File: src/rtl/seg_pkg.sv
// rtl/seg_pkg.sv - shared seven-segment glyph constants and helpers
package seg_pkg;

   // Common-cathode glyphs, bit0 = segment a ... bit6 = segment g
   localparam logic [6:0] SEG_0 = 7'h3F;
   localparam logic [6:0] SEG_1 = 7'h06;
   localparam logic [6:0] SEG_2 = 7'h5B;
   localparam logic [6:0] SEG_3 = 7'h4F;
   localparam logic [6:0] SEG_4 = 7'h66;
   localparam logic [6:0] SEG_5 = 7'h6D;
   localparam logic [6:0] SEG_6 = 7'h7D;
   localparam logic [6:0] SEG_7 = 7'h07;
   localparam logic [6:0] SEG_8 = 7'h7F;
   localparam logic [6:0] SEG_9 = 7'h6F;
   localparam logic [6:0] SEG_A = 7'h77;
   localparam logic [6:0] SEG_B = 7'h7C;
   localparam logic [6:0] SEG_C = 7'h39;
   localparam logic [6:0] SEG_D = 7'h5E;
   localparam logic [6:0] SEG_E = 7'h79;
   localparam logic [6:0] SEG_F = 7'h71;

   localparam logic [7:0] SEG_OFF_CC = 8'h00;

   function automatic int clog2(input int value);
      int r;
      r = 0;
      while ((1 << r) < value) r++;
      return r;
   endfunction

endpackage

File: src/rtl/seg_scan_driver_if.sv
// rtl/seg_scan_driver_if.sv - display data in, scanned pins out
interface seg_scan_driver_if #(
   parameter int DIGITS = 6
);
   logic                  en;
   logic [4*DIGITS-1:0]   hex_data;
   logic [DIGITS-1:0]     dp;
   logic [DIGITS-1:0]     blank;
   logic                  lz_en;
   logic [3:0]            bright;
   logic [7:0]            seg_data;
   logic [DIGITS-1:0]     seg_cs;
   logic                  frame_sync;

   modport master (
      output en, hex_data, dp, blank, lz_en, bright,
      input  seg_data, seg_cs, frame_sync
   );

   modport slave (
      input  en, hex_data, dp, blank, lz_en, bright,
      output seg_data, seg_cs, frame_sync
   );
endinterface

File: src/rtl/seg_hex_decode.sv
// rtl/seg_hex_decode.sv - hex nibble to common-cathode seven-segment glyph
module seg_hex_decode
   import seg_pkg::*;
(
   input  logic [3:0] hex,
   output logic [6:0] seg
);

   always_comb begin
      seg = SEG_0;
      case (hex)
         4'h0: seg = SEG_0;
         4'h1: seg = SEG_1;
         4'h2: seg = SEG_2;
         4'h3: seg = SEG_3;
         4'h4: seg = SEG_4;
         4'h5: seg = SEG_5;
         4'h6: seg = SEG_6;
         4'h7: seg = SEG_7;
         4'h8: seg = SEG_8;
         4'h9: seg = SEG_9;
         4'hA: seg = SEG_A;
         4'hB: seg = SEG_B;
         4'hC: seg = SEG_C;
         4'hD: seg = SEG_D;
         4'hE: seg = SEG_E;
         4'hF: seg = SEG_F;
         default: seg = SEG_0;
      endcase
   end

endmodule

File: src/rtl/seg_scan_driver.sv
// rtl/seg_scan_driver.sv - time-multiplexed N-digit seven-segment scan driver
// with prescaler, PWM brightness, leading-zero suppression and frame snapshot.
module seg_scan_driver
   import seg_pkg::*;
#(
   parameter int DIGITS         = 6,
   parameter int CLK_DIV        = 50000,
   parameter int SEG_ACTIVE_LOW = 1,
   parameter int CS_ACTIVE_LOW  = 1
) (
   input  logic              clk,
   input  logic              rst_,
   seg_scan_driver_if.slave  bus
);

   localparam int DIV_W = clog2(CLK_DIV);
   localparam int IDX_W = (DIGITS > 1) ? clog2(DIGITS) : 1;
   localparam int ON_W  = DIV_W + 5;

   localparam logic [DIV_W-1:0]  DIV_LAST = DIV_W'(CLK_DIV - 1);
   localparam logic [IDX_W-1:0]  IDX_LAST = IDX_W'(DIGITS - 1);
   localparam logic [7:0]        SEG_IDLE = (SEG_ACTIVE_LOW != 0) ? ~SEG_OFF_CC : SEG_OFF_CC;
   localparam logic [DIGITS-1:0] CS_IDLE  = (CS_ACTIVE_LOW != 0) ? {DIGITS{1'b1}} : {DIGITS{1'b0}};

   logic [DIV_W-1:0]    div_cnt;
   logic [IDX_W-1:0]    idx;
   logic                slot_end;
   logic                frame_end;

   logic [4*DIGITS-1:0] snap_hex;
   logic [DIGITS-1:0]   snap_dp;
   logic [DIGITS-1:0]   snap_blank;
   logic                snap_lz;
   logic [3:0]          snap_bright;
   logic                snap_en;

   logic [ON_W-1:0]     on_prod;
   logic [ON_W-1:0]     on_len;
   logic [DIGITS-1:0]   lz_dark;
   logic                all_zero;
   logic [3:0]          cur_nib;
   logic                cur_dp;
   logic                cur_blank;
   logic                cur_lzd;
   logic [6:0]          glyph;
   logic                lit;
   logic [7:0]          seg_cc;
   logic [DIGITS-1:0]   cs_act;

   logic [7:0]          seg_q;
   logic [DIGITS-1:0]   cs_q;
   logic                fs_q;

   assign slot_end  = (div_cnt == DIV_LAST);
   assign frame_end = slot_end && (idx == IDX_LAST);

   always_ff @(posedge clk or negedge rst_) begin
      if (!rst_) begin
         div_cnt <= '0;
         idx     <= '0;
      end else if (slot_end) begin
         div_cnt <= '0;
         idx     <= (idx == IDX_LAST) ? '0 : idx + 1'b1;
      end else begin
         div_cnt <= div_cnt + 1'b1;
      end
   end

   // The display always shows a coherent frame: inputs are only sampled at the wrap.
   always_ff @(posedge clk or negedge rst_) begin
      if (!rst_) begin
         snap_hex    <= '0;
         snap_dp     <= '0;
         snap_blank  <= '0;
         snap_lz     <= 1'b0;
         snap_bright <= '0;
         snap_en     <= 1'b0;
      end else if (frame_end) begin
         snap_hex    <= bus.hex_data;
         snap_dp     <= bus.dp;
         snap_blank  <= bus.blank;
         snap_lz     <= bus.lz_en;
         snap_bright <= bus.bright;
         snap_en     <= bus.en;
      end
   end

   assign on_prod = (ON_W'(snap_bright) + ON_W'(1)) * ON_W'(CLK_DIV);
   assign on_len  = on_prod >> 4;

   always_comb begin
      lz_dark  = '0;
      all_zero = 1'b1;
      for (int i = DIGITS - 1; i >= 1; i--) begin
         all_zero   = all_zero && (snap_hex[4*i +: 4] == 4'h0);
         lz_dark[i] = snap_lz && all_zero;
      end
   end

   assign cur_nib   = 4'(snap_hex >> {idx, 2'b00});
   assign cur_dp    = 1'(snap_dp >> idx);
   assign cur_blank = 1'(snap_blank >> idx);
   assign cur_lzd   = 1'(lz_dark >> idx);

   seg_hex_decode u_dec (
      .hex (cur_nib),
      .seg (glyph)
   );

   // div_cnt == 0 stays dark so the previous digit's select has settled off.
   assign lit = snap_en
             && (div_cnt != '0)
             && (ON_W'(div_cnt) <= on_len)
             && !cur_blank
             && !(cur_lzd && !cur_dp);

   always_comb begin
      seg_cc = SEG_OFF_CC;
      cs_act = '0;
      if (lit) begin
         seg_cc = {cur_dp, cur_lzd ? 7'h00 : glyph};
         cs_act = DIGITS'(1) << idx;
      end
   end

   always_ff @(posedge clk or negedge rst_) begin
      if (!rst_) begin
         seg_q <= SEG_IDLE;
         cs_q  <= CS_IDLE;
         fs_q  <= 1'b0;
      end else begin
         seg_q <= (SEG_ACTIVE_LOW != 0) ? ~seg_cc : seg_cc;
         cs_q  <= (CS_ACTIVE_LOW != 0) ? ~cs_act : cs_act;
         fs_q  <= frame_end;
      end
   end

   assign bus.seg_data   = seg_q;
   assign bus.seg_cs     = cs_q;
   assign bus.frame_sync = fs_q;

endmodule

File: src/flat_wrapper.sv
// flat-port wrapper written by rule: the top's interface ports become plain ports
module seg_scan_driver_flat import seg_pkg::*;
#(
   parameter int DIGITS         = 6,
   parameter int CLK_DIV        = 50000,
   parameter int SEG_ACTIVE_LOW = 1,
   parameter int CS_ACTIVE_LOW  = 1
)
  (clk, rst_, bus_en, bus_hex_data, bus_dp, bus_blank, bus_lz_en, bus_bright, bus_seg_data, bus_seg_cs, bus_frame_sync);
  seg_scan_driver_if #(.DIGITS(DIGITS)) bus_i ();
  input  logic clk;
  input  logic rst_;
  input wire logic [$bits(bus_i.en)-1:0] bus_en;
  input wire logic [$bits(bus_i.hex_data)-1:0] bus_hex_data;
  input wire logic [$bits(bus_i.dp)-1:0] bus_dp;
  input wire logic [$bits(bus_i.blank)-1:0] bus_blank;
  input wire logic [$bits(bus_i.lz_en)-1:0] bus_lz_en;
  input wire logic [$bits(bus_i.bright)-1:0] bus_bright;
  output wire logic [$bits(bus_i.seg_data)-1:0] bus_seg_data;
  output wire logic [$bits(bus_i.seg_cs)-1:0] bus_seg_cs;
  output wire logic [$bits(bus_i.frame_sync)-1:0] bus_frame_sync;
  assign bus_i.en = bus_en;
  assign bus_i.hex_data = bus_hex_data;
  assign bus_i.dp = bus_dp;
  assign bus_i.blank = bus_blank;
  assign bus_i.lz_en = bus_lz_en;
  assign bus_i.bright = bus_bright;
  assign bus_seg_data = bus_i.seg_data;
  assign bus_seg_cs = bus_i.seg_cs;
  assign bus_frame_sync = bus_i.frame_sync;
  seg_scan_driver #(.DIGITS(DIGITS), .CLK_DIV(CLK_DIV), .SEG_ACTIVE_LOW(SEG_ACTIVE_LOW), .CS_ACTIVE_LOW(CS_ACTIVE_LOW)) u_core (.clk(clk), .rst_(rst_), .bus(bus_i));
endmodule
File: config.mk
export PLATFORM = sky130hd
export DESIGN_NAME = seg_scan_driver_flat
export DESIGN_NICKNAME = d
export VERILOG_FILES = /design/src/rtl/seg_pkg.sv /design/src/rtl/seg_scan_driver_if.sv /design/src/rtl/seg_hex_decode.sv /design/src/rtl/seg_scan_driver.sv /design/src/flat_wrapper.sv
export SDC_FILE = /design/constraint.sdc
export NUM_CORES = 1
export LEC_CHECK = 0
export CAP_MARGIN = 20
export CORE_MARGIN = 1
export CORE_UTILIZATION = 51
export CTS_BUF_LIST = sky130_fd_sc_hd__clkbuf_4 sky130_fd_sc_hd__clkbuf_8 sky130_fd_sc_hd__clkbuf_16
export DETAILED_ROUTE_END_ITERATION = 12
export PLACE_DENSITY = 0.76
export SLEW_MARGIN = 15
export SYNTH_ARGS = -nofsm -noshare
export SYNTH_HDL_FRONTEND = slang
export SYNTH_HIERARCHICAL = 1
export SYNTH_SLANG_ARGS = --single-unit
export TNS_END_PERCENT = 10
File: constraint.sdc
create_clock -name clk -period 4.9 [get_ports clk]
set_input_delay 1.225 -clock clk [delete_from_list [all_inputs] [get_ports clk]]
set_output_delay 1.225 -clock clk [all_outputs]
set_load 0.005 [all_outputs]
==> results.tsv, run 1 <==
metric	value	unit
start_util	0.5296	
synth_async_sr_flop_share	1.000	
ys_seq_area_frac	0.3886	
hpwl	7923	µm
clock.fmax	209.5	MHz
critPathKind	register to register	
yosysUniqueCellTypes	64	
slowest_stage	or3b_4	
fin_util	0.6710	
finalNonFillerCells	725	
yosys.area.top_type	dfrtp_1	
antenna_found_initial	0	
ys_warn_count	6	
drv_cap	0	
leakagePower	2.777	nW
grt_pass1_wl	18250	µm
skew	0.01016	ns
setup_viol	0	
required	5.19	ns
totalWireLength	11020	µm
synth.most_common_cell	nand2_1	
nNetsFinal	695	
met3_usage	0.03830	
die_y	100.4	µm
firstDrtPassIters	5	
cts_root_buf	clkbuf_8	
fin_crit_sh	0.9740	
antenna_cells	0	
overflow	0	
numCtsBuffers	9	
worst_pin_slew	0.9304	ns
wl_per_cell	15.19	µm
powerDensity	188.9	nW/µm²
status	complete, no violations	
drive_above_1_share	0.1913	
clkTransAtPathRegs	0.09	ns
rr_startpoint	u_core/snap_bright[0]$_DFFE_PN0P_	
cts.sinks	76	
grt_start_max_net_pins	77	
worstPathMaxFanout	6	
die-area	10080	µm²
slew_viol_final	0	
cts_tree	done	
synth_seq_cells	76	
gr-usage-all-layers	0.2298	
synthFlopType	dfrtp_1	
io_pins	59	
netlist_instances	521	
crit_family	simple AND/OR/NAND/NOR gates	
hold_viol	0	
core-area	9328	µm²
port_buffers	58	
critPathLaunch	u_core/snap_bright[0]$_DFFE_PN0P_	
cp_cell_sequence	buf_4, nand3_4, xnor2_4, buf_4, ha_1, ha_4, ha_4, ha_4, or3_4, o221ai_4, nand2_2, a31oi_2, nor2b_1, xnor2_1, ha_1, nand3_1, and3_1, a21oi_2, o31ai_2, or3b_4, bufbuf_16, nand3_2	
fillers	718	
synth_top_area_share	0.3141	
critPathMaxStageDelay	0.43	ns
drc	0	
drt_iter0_drc	245	
ir_drop	0.1454	mV
synthTopCellsByCount	nand2_1, dfrtp_1, ha_1	
num_rows	35	
r2r-end	u_core/bus.seg_data[5]$_DFF_PN1_	
cp.arrival	5.06	ns
syn-num-nets	625	
synthToLayoutAreaGrowth	26.70	%
htreeDepth	3	
hold_path_depth	2	
path_common_cell	ha_4	
critPathBufInv	3	
clock_latency	0.35	ns
post_drt_via_cell_ratio	5.470	
clockBufferDepth	2	
numPlacedInstances	701	
busiest_layer	met2	
grt_util_met1	0.3158	
slew-limit-headroom	0.3756	
vias	3966	
worstRegToRegCells	22	
postRouteAntennaNets	0	
synth-edff-count	0	
end_kind	register	
holdPathEnd	u_core/snap_dp[4]$_DFFE_PN0P_	
grt_pass1_vias	3825	
synth_area_leaders	dfrtp_1, ha_1, nand2_1	
hp-class	register to register	
holdCritStartpoint	u_core/snap_dp[4]$_DFFE_PN0P_	
cp-start-kind	register	
syn_avg_cell_area	9.481	µm²
rrSetupSlack	0.13	ns
die_w	100.4	µm
hold_buffers	0	
layout_min_cycle_time	4.773	ns
p_total	1.182	mW
place_congestion	0.8486	
grt.met2_usage	0.3857	
synth_area	4940	µm²
==> how the worst max path moves through the flow <==
stage	slack, ns	endpoint	cells past startpoint
after floorplan	0.06	u_core/bus.seg_data[1]$_DFF_PN1_	22
after global placement	0.05	u_core/bus.seg_cs[1]$_DFF_PN1_	22
after detailed placement	-0.05	u_core/bus.seg_cs[1]$_DFF_PN1_	22
after CTS	0.003	u_core/bus.seg_data[5]$_DFF_PN1_	23
after global routing	-0.10	u_core/bus.seg_cs[2]$_DFF_PN1_	24
final	0.13	u_core/bus.seg_data[5]$_DFF_PN1_	22
==> worst register-to-register path: stages, from the launching register on <==
cell and delay [ns]:
dfrtp_1 0.41, buf_4 0.15, nand3_4 0.09, xnor2_4 0.18, buf_4 0.15, ha_1 0.35, ha_4 0.27, ha_4 0.25
ha_4 0.18, or3_4 0.35, o221ai_4 0.21, nand2_2 0.11, a31oi_2 0.19, nor2b_1 0.08, xnor2_1 0.13, ha_1 0.30
nand3_1 0.11, and3_1 0.22, a21oi_2 0.12, o31ai_2 0.08, or3b_4 0.43, bufbuf_16 0.29, nand3_2 0.06
==> final cells by class <==
type | count | area, µm² | area share
clock buffers | 9 | 123.9 | 0.01979
clock inverters | 7 | 87.58 | 0.01399
inverters | 26 | 100.1 | 0.01599
multi-input cells | 400 | 3097 | 0.4948
flip-flops and latches | 76 | 1919 | 0.3067
well taps | 129 | 161.4 | 0.02579
repair buffers | 78 | 769.5 | 0.1230
==> timing repair <==
action,in CTS,in global routing
setup buffers,2,5
cloned,1,0
gates resized for setup,11,31
endpoints found under the setup margin,12,14
pin swaps,5,17
==> logic make-up after synthesis <==
family / share of synthesized area
AND/OR/NAND/NOR: 0.2292
flip-flops: 0.3886
adder cells (fa/ha/maj): 0.1535
AO/OA/AOI/OAI: 0.07320
buffers and inverters: 0.04179
XOR/XNOR: 0.05648
multiplexers: 0.05724
==> routing by layer <==
metal  vias to the layer above  part of all wire  wire [µm]
met5                         -                 0          0
met4                         0             0.011        126
met3                        17             0.043        479
met2                       117              0.50       5463
met1                      1916              0.45       4947
li1                       1916                 -          -
==> stage by stage <==
stage	cell area (µm²)	hold slack, ns	TNS, ns	worst slack [ns]
floorplan	4940	0.4334	0	0.06457
global placement	5675	0.4466	0	0.05393
detailed placement	5675	0.4558	-0.09555	-0.05149
CTS	6008	0.4780	0	0.002749
global route	6259	0.5018	-0.4836	-0.1032
finish	6259	0.4728	0	0.1273
==> sequential cells by signal, indices dropped and copies added (netlist names) <==
name,flops
u_core/snap_blank,6
u_core/idx,3
u_core/snap_lz,1
u_core/bus.frame_sync,1
u_core/bus.seg_cs,6
u_core/bus.seg_data,8
u_core/snap_dp,6
u_core/snap_en,1
u_core/snap_hex,24
u_core/div_cnt,16
u_core/snap_bright,4
==> cell usage in the layout, fill, tap and decap left out, types with 12 or more instances in the layout <==
cell / netlist / final
buf_4: 1 / 18
clkdlybuf4s50_1: 0 / 57
dfrtp_1: 62 / 62
dfstp_2: 14 / 14
ha_1: 59 / 45
ha_4: 0 / 13
inv_1: 24 / 23
nand2_1: 141 / 140
nand3_1: 16 / 15
nor2_1: 22 / 22
xnor2_1: 14 / 12
xor2_1: 16 / 15
==> report_power, final <==
part           internal [mW]  total, mW  switching, mW
registers              0.627      0.627              0
logic                 0.0297     0.0455         0.0158
clock network          0.249      0.509          0.261
total                  0.906       1.18          0.276
Note: power is estimated with default switching activity, not from simulation.
==> inputs of run 2 (changes only) <==
Settings changed: CORE_UTILIZATION 51 to 48, PLACE_DENSITY 0.76 to 0.72.
==> run 2 against run 1 <==
Via count decreased by 2.4%; die area is 6.1% higher; global-route usage shrank 1.8 points.
==> results.tsv, run 2 (synthesis gave the netlist of run 1 again) <==
metric	value	unit
status	complete, no violations	
required	5.18	ns
layout_commonest_cell	nand2_1	
power_frac_comb	0.040	
drive_above_1_share	0.1876	
fin_area	6248	µm²
grt_pass1_vias	3788	
fin_crit_sh	0.9722	
port_buffers	58	
num_rows	36	
synthToLayoutAreaGrowth	26.49	%
htreeDepth	3	
critPathMaxStageDelay	0.46	ns
leakagePower	2.765	nW
start_util	0.5008	
postRouteAntennaNets	0	
skew	0.01377	ns
die_w	103.4	µm
layout_min_cycle_time	4.764	ns
wl_per_cell	15.17	µm
cts.sinks	76	
slowest_stage	or3b_4	
setup_viol	0	
switching_share	0.2168	
cp_cell_sequence	ha_4, xor2_4, buf_6, ha_1, ha_1, ha_4, ha_4, or3_4, o22ai_1, xor2_1, ha_1, nand4_1, or3_1, a31oi_1, o31ai_4, or3b_4, clkbuf_16, nand3_2	
drv_cap	0	
seq_power_share	0.543	
worstPathMaxFanout	5	
layout_setup_ws	0.1362	ns
nNetsFinal	696	
ir_drop	0.1364	mV
p_int	0.9056	mW
largest_reg_flops	24	
die-area	10700	µm²
hold_buffers	0	
slew-limit-headroom	0.3676	
antenna_found_initial	0	
cts_tree	done	
drt_iter0_drc	199	
clock.fmax	209.9	MHz
place_congestion	0.8315	
core-area	9864	µm²
clockBufferDepth	2	
numCtsBuffers	9	
hold_viol	0	
clock_latency	0.35	ns
critPathKind	register to register	
slew_viol_final	0	
io_pins	59	
rsz0062_at_grt	true	
switching_power	0.2506	mW
die_y	103.4	µm
powerDensity	185.0	nW/µm²
totalWireLength	11070	µm
vias	3871	
clkPwrFrac	0.418	
post_drt_via_cell_ratio	5.303	
setup-tns-final	0	ns
firstDrtPassIters	4	
gr-usage-all-layers	0.2118	
place_area	5688	µm²
drc	0	
grt_pass1_wl	17440	µm
cp-start-kind	register	
dp_slack	-0.1681	ns
end_kind	register	
clkTransAtPathRegs	0.08	ns
cp.arrival	5.04	ns
hpwl	7796	µm
antenna_cells	0	
hp-class	register to register	
max_flop_register	u_core/snap_hex	
overflow	0	
cts_root_buf	clkbuf_8	
final_cell_mix	nand2_1, dfrtp_1, clkdlybuf4s50_1, ha_1, inv_1	
grt_start_max_net_pins	77	
worst_pin_slew	0.9487	ns
## run 2: cell count changes in the layout (fill, tap and decap cells not counted), moves of 2 or more
cell,previous run,this run
buf_6,1,4
clkinvlp_4,0,3
ha_1,45,47
inv_6,3,1
inv_8,2,0
clkbuf_4,0,2
buf_4,18,16
ha_4,13,11
## run 2: path summary, 6_finish.rpt
kind	from	endpoint	slack [ns]	cells past startpoint
hold reg to reg	u_core/snap_blank[4]$_DFFE_PN0P_	u_core/snap_blank[4]$_DFFE_PN0P_	0.47	2
max in group asynchronous	rst_	u_core/snap_bright[2]$_DFFE_PN0P_	3.20	1
setup reg to reg	u_core/snap_bright[1]$_DFFE_PN0P_	u_core/bus.seg_data[1]$_DFF_PN1_	0.14	18
min in group asynchronous	rst_	u_core/div_cnt[11]$_DFF_PN0_	1.01	1
setup / recovery	u_core/snap_bright[1]$_DFFE_PN0P_	u_core/bus.seg_data[1]$_DFF_PN1_	0.14	18
hold / removal	u_core/snap_blank[4]$_DFFE_PN0P_	u_core/snap_blank[4]$_DFFE_PN0P_	0.47	2
## run 2: power by group through the flow
| stage | clock (mW) | combinational (mW) | sequential [mW] |
|---|---|---|---|
| after floorplan | 0 | 0.000382 | 0.639 |
| final | 0.483 | 0.0459 | 0.627 |
| after global placement | 0 | 0.0462 | 0.639 |
| after CTS | 0.495 | 0.0472 | 0.627 |
| after global routing | 0.520 | 0.0508 | 0.627 |
| after detailed placement | 0 | 0.0469 | 0.639 |
## run 2: final cells by class
class                           instances  area, µm²
Fill cell                             803       3616
Multi-Input combinational cell        400       3080
Sequential cell                        76       1921
Timing Repair Buffer                   79      780.7
Tap cell                              133      166.4
Clock buffer                           11      138.9
Inverter                               26      100.1
Clock inverter                          5      61.31
## run 2: per-layer routing
metal,wire [µm],part of all wire,vias up,GRT usage
li1,-,-,1925,-
met1,5032,0.45,1832,0.2827
met2,5452,0.49,99,0.3490
met3,437,0.039,15,0.04099
met4,150,0.014,0,0.06609
met5,0,0,-,0
## run 2: stage by stage
| stage | hold slack, ns | utilization | power, mW | cells |
|---|---|---|---|---|
| final | 0.4677 | 0.6334 | 1.156 | 730 |
| after global routing | 0.4903 | 0.6334 | 1.198 | 730 |
| after CTS | 0.4722 | 0.6008 | 1.170 | 723 |
| after global placement | 0.4480 | 0.5766 | 0.6854 | 706 |
| after floorplan | 0.4334 | - | 0.6398 | 521 |
| after detailed placement | 0.4546 | 0.5766 | 0.6861 | 706 |
## run 2: worst max-delay path: cells and delay by family, from the launching register on
kind | cells | cell delay, ns
adders and majority gates | 6 | 1.65
and+or+nand+nor | 5 | 1.45
AOI/OAI and AO/OA | 3 | 0.58
DFF | 1 | 0.42
buffers and inverters | 2 | 0.32
xor gates and xnor gates | 2 | 0.28
## run 2: what timing repair did
action | in CTS | in global routing
buffers inserted | 1 | 6
pin swaps | 5 | 22
gates cloned | 0 | 1
setup endpoints to repair | 14 | 14
resized for setup | 6 | 38
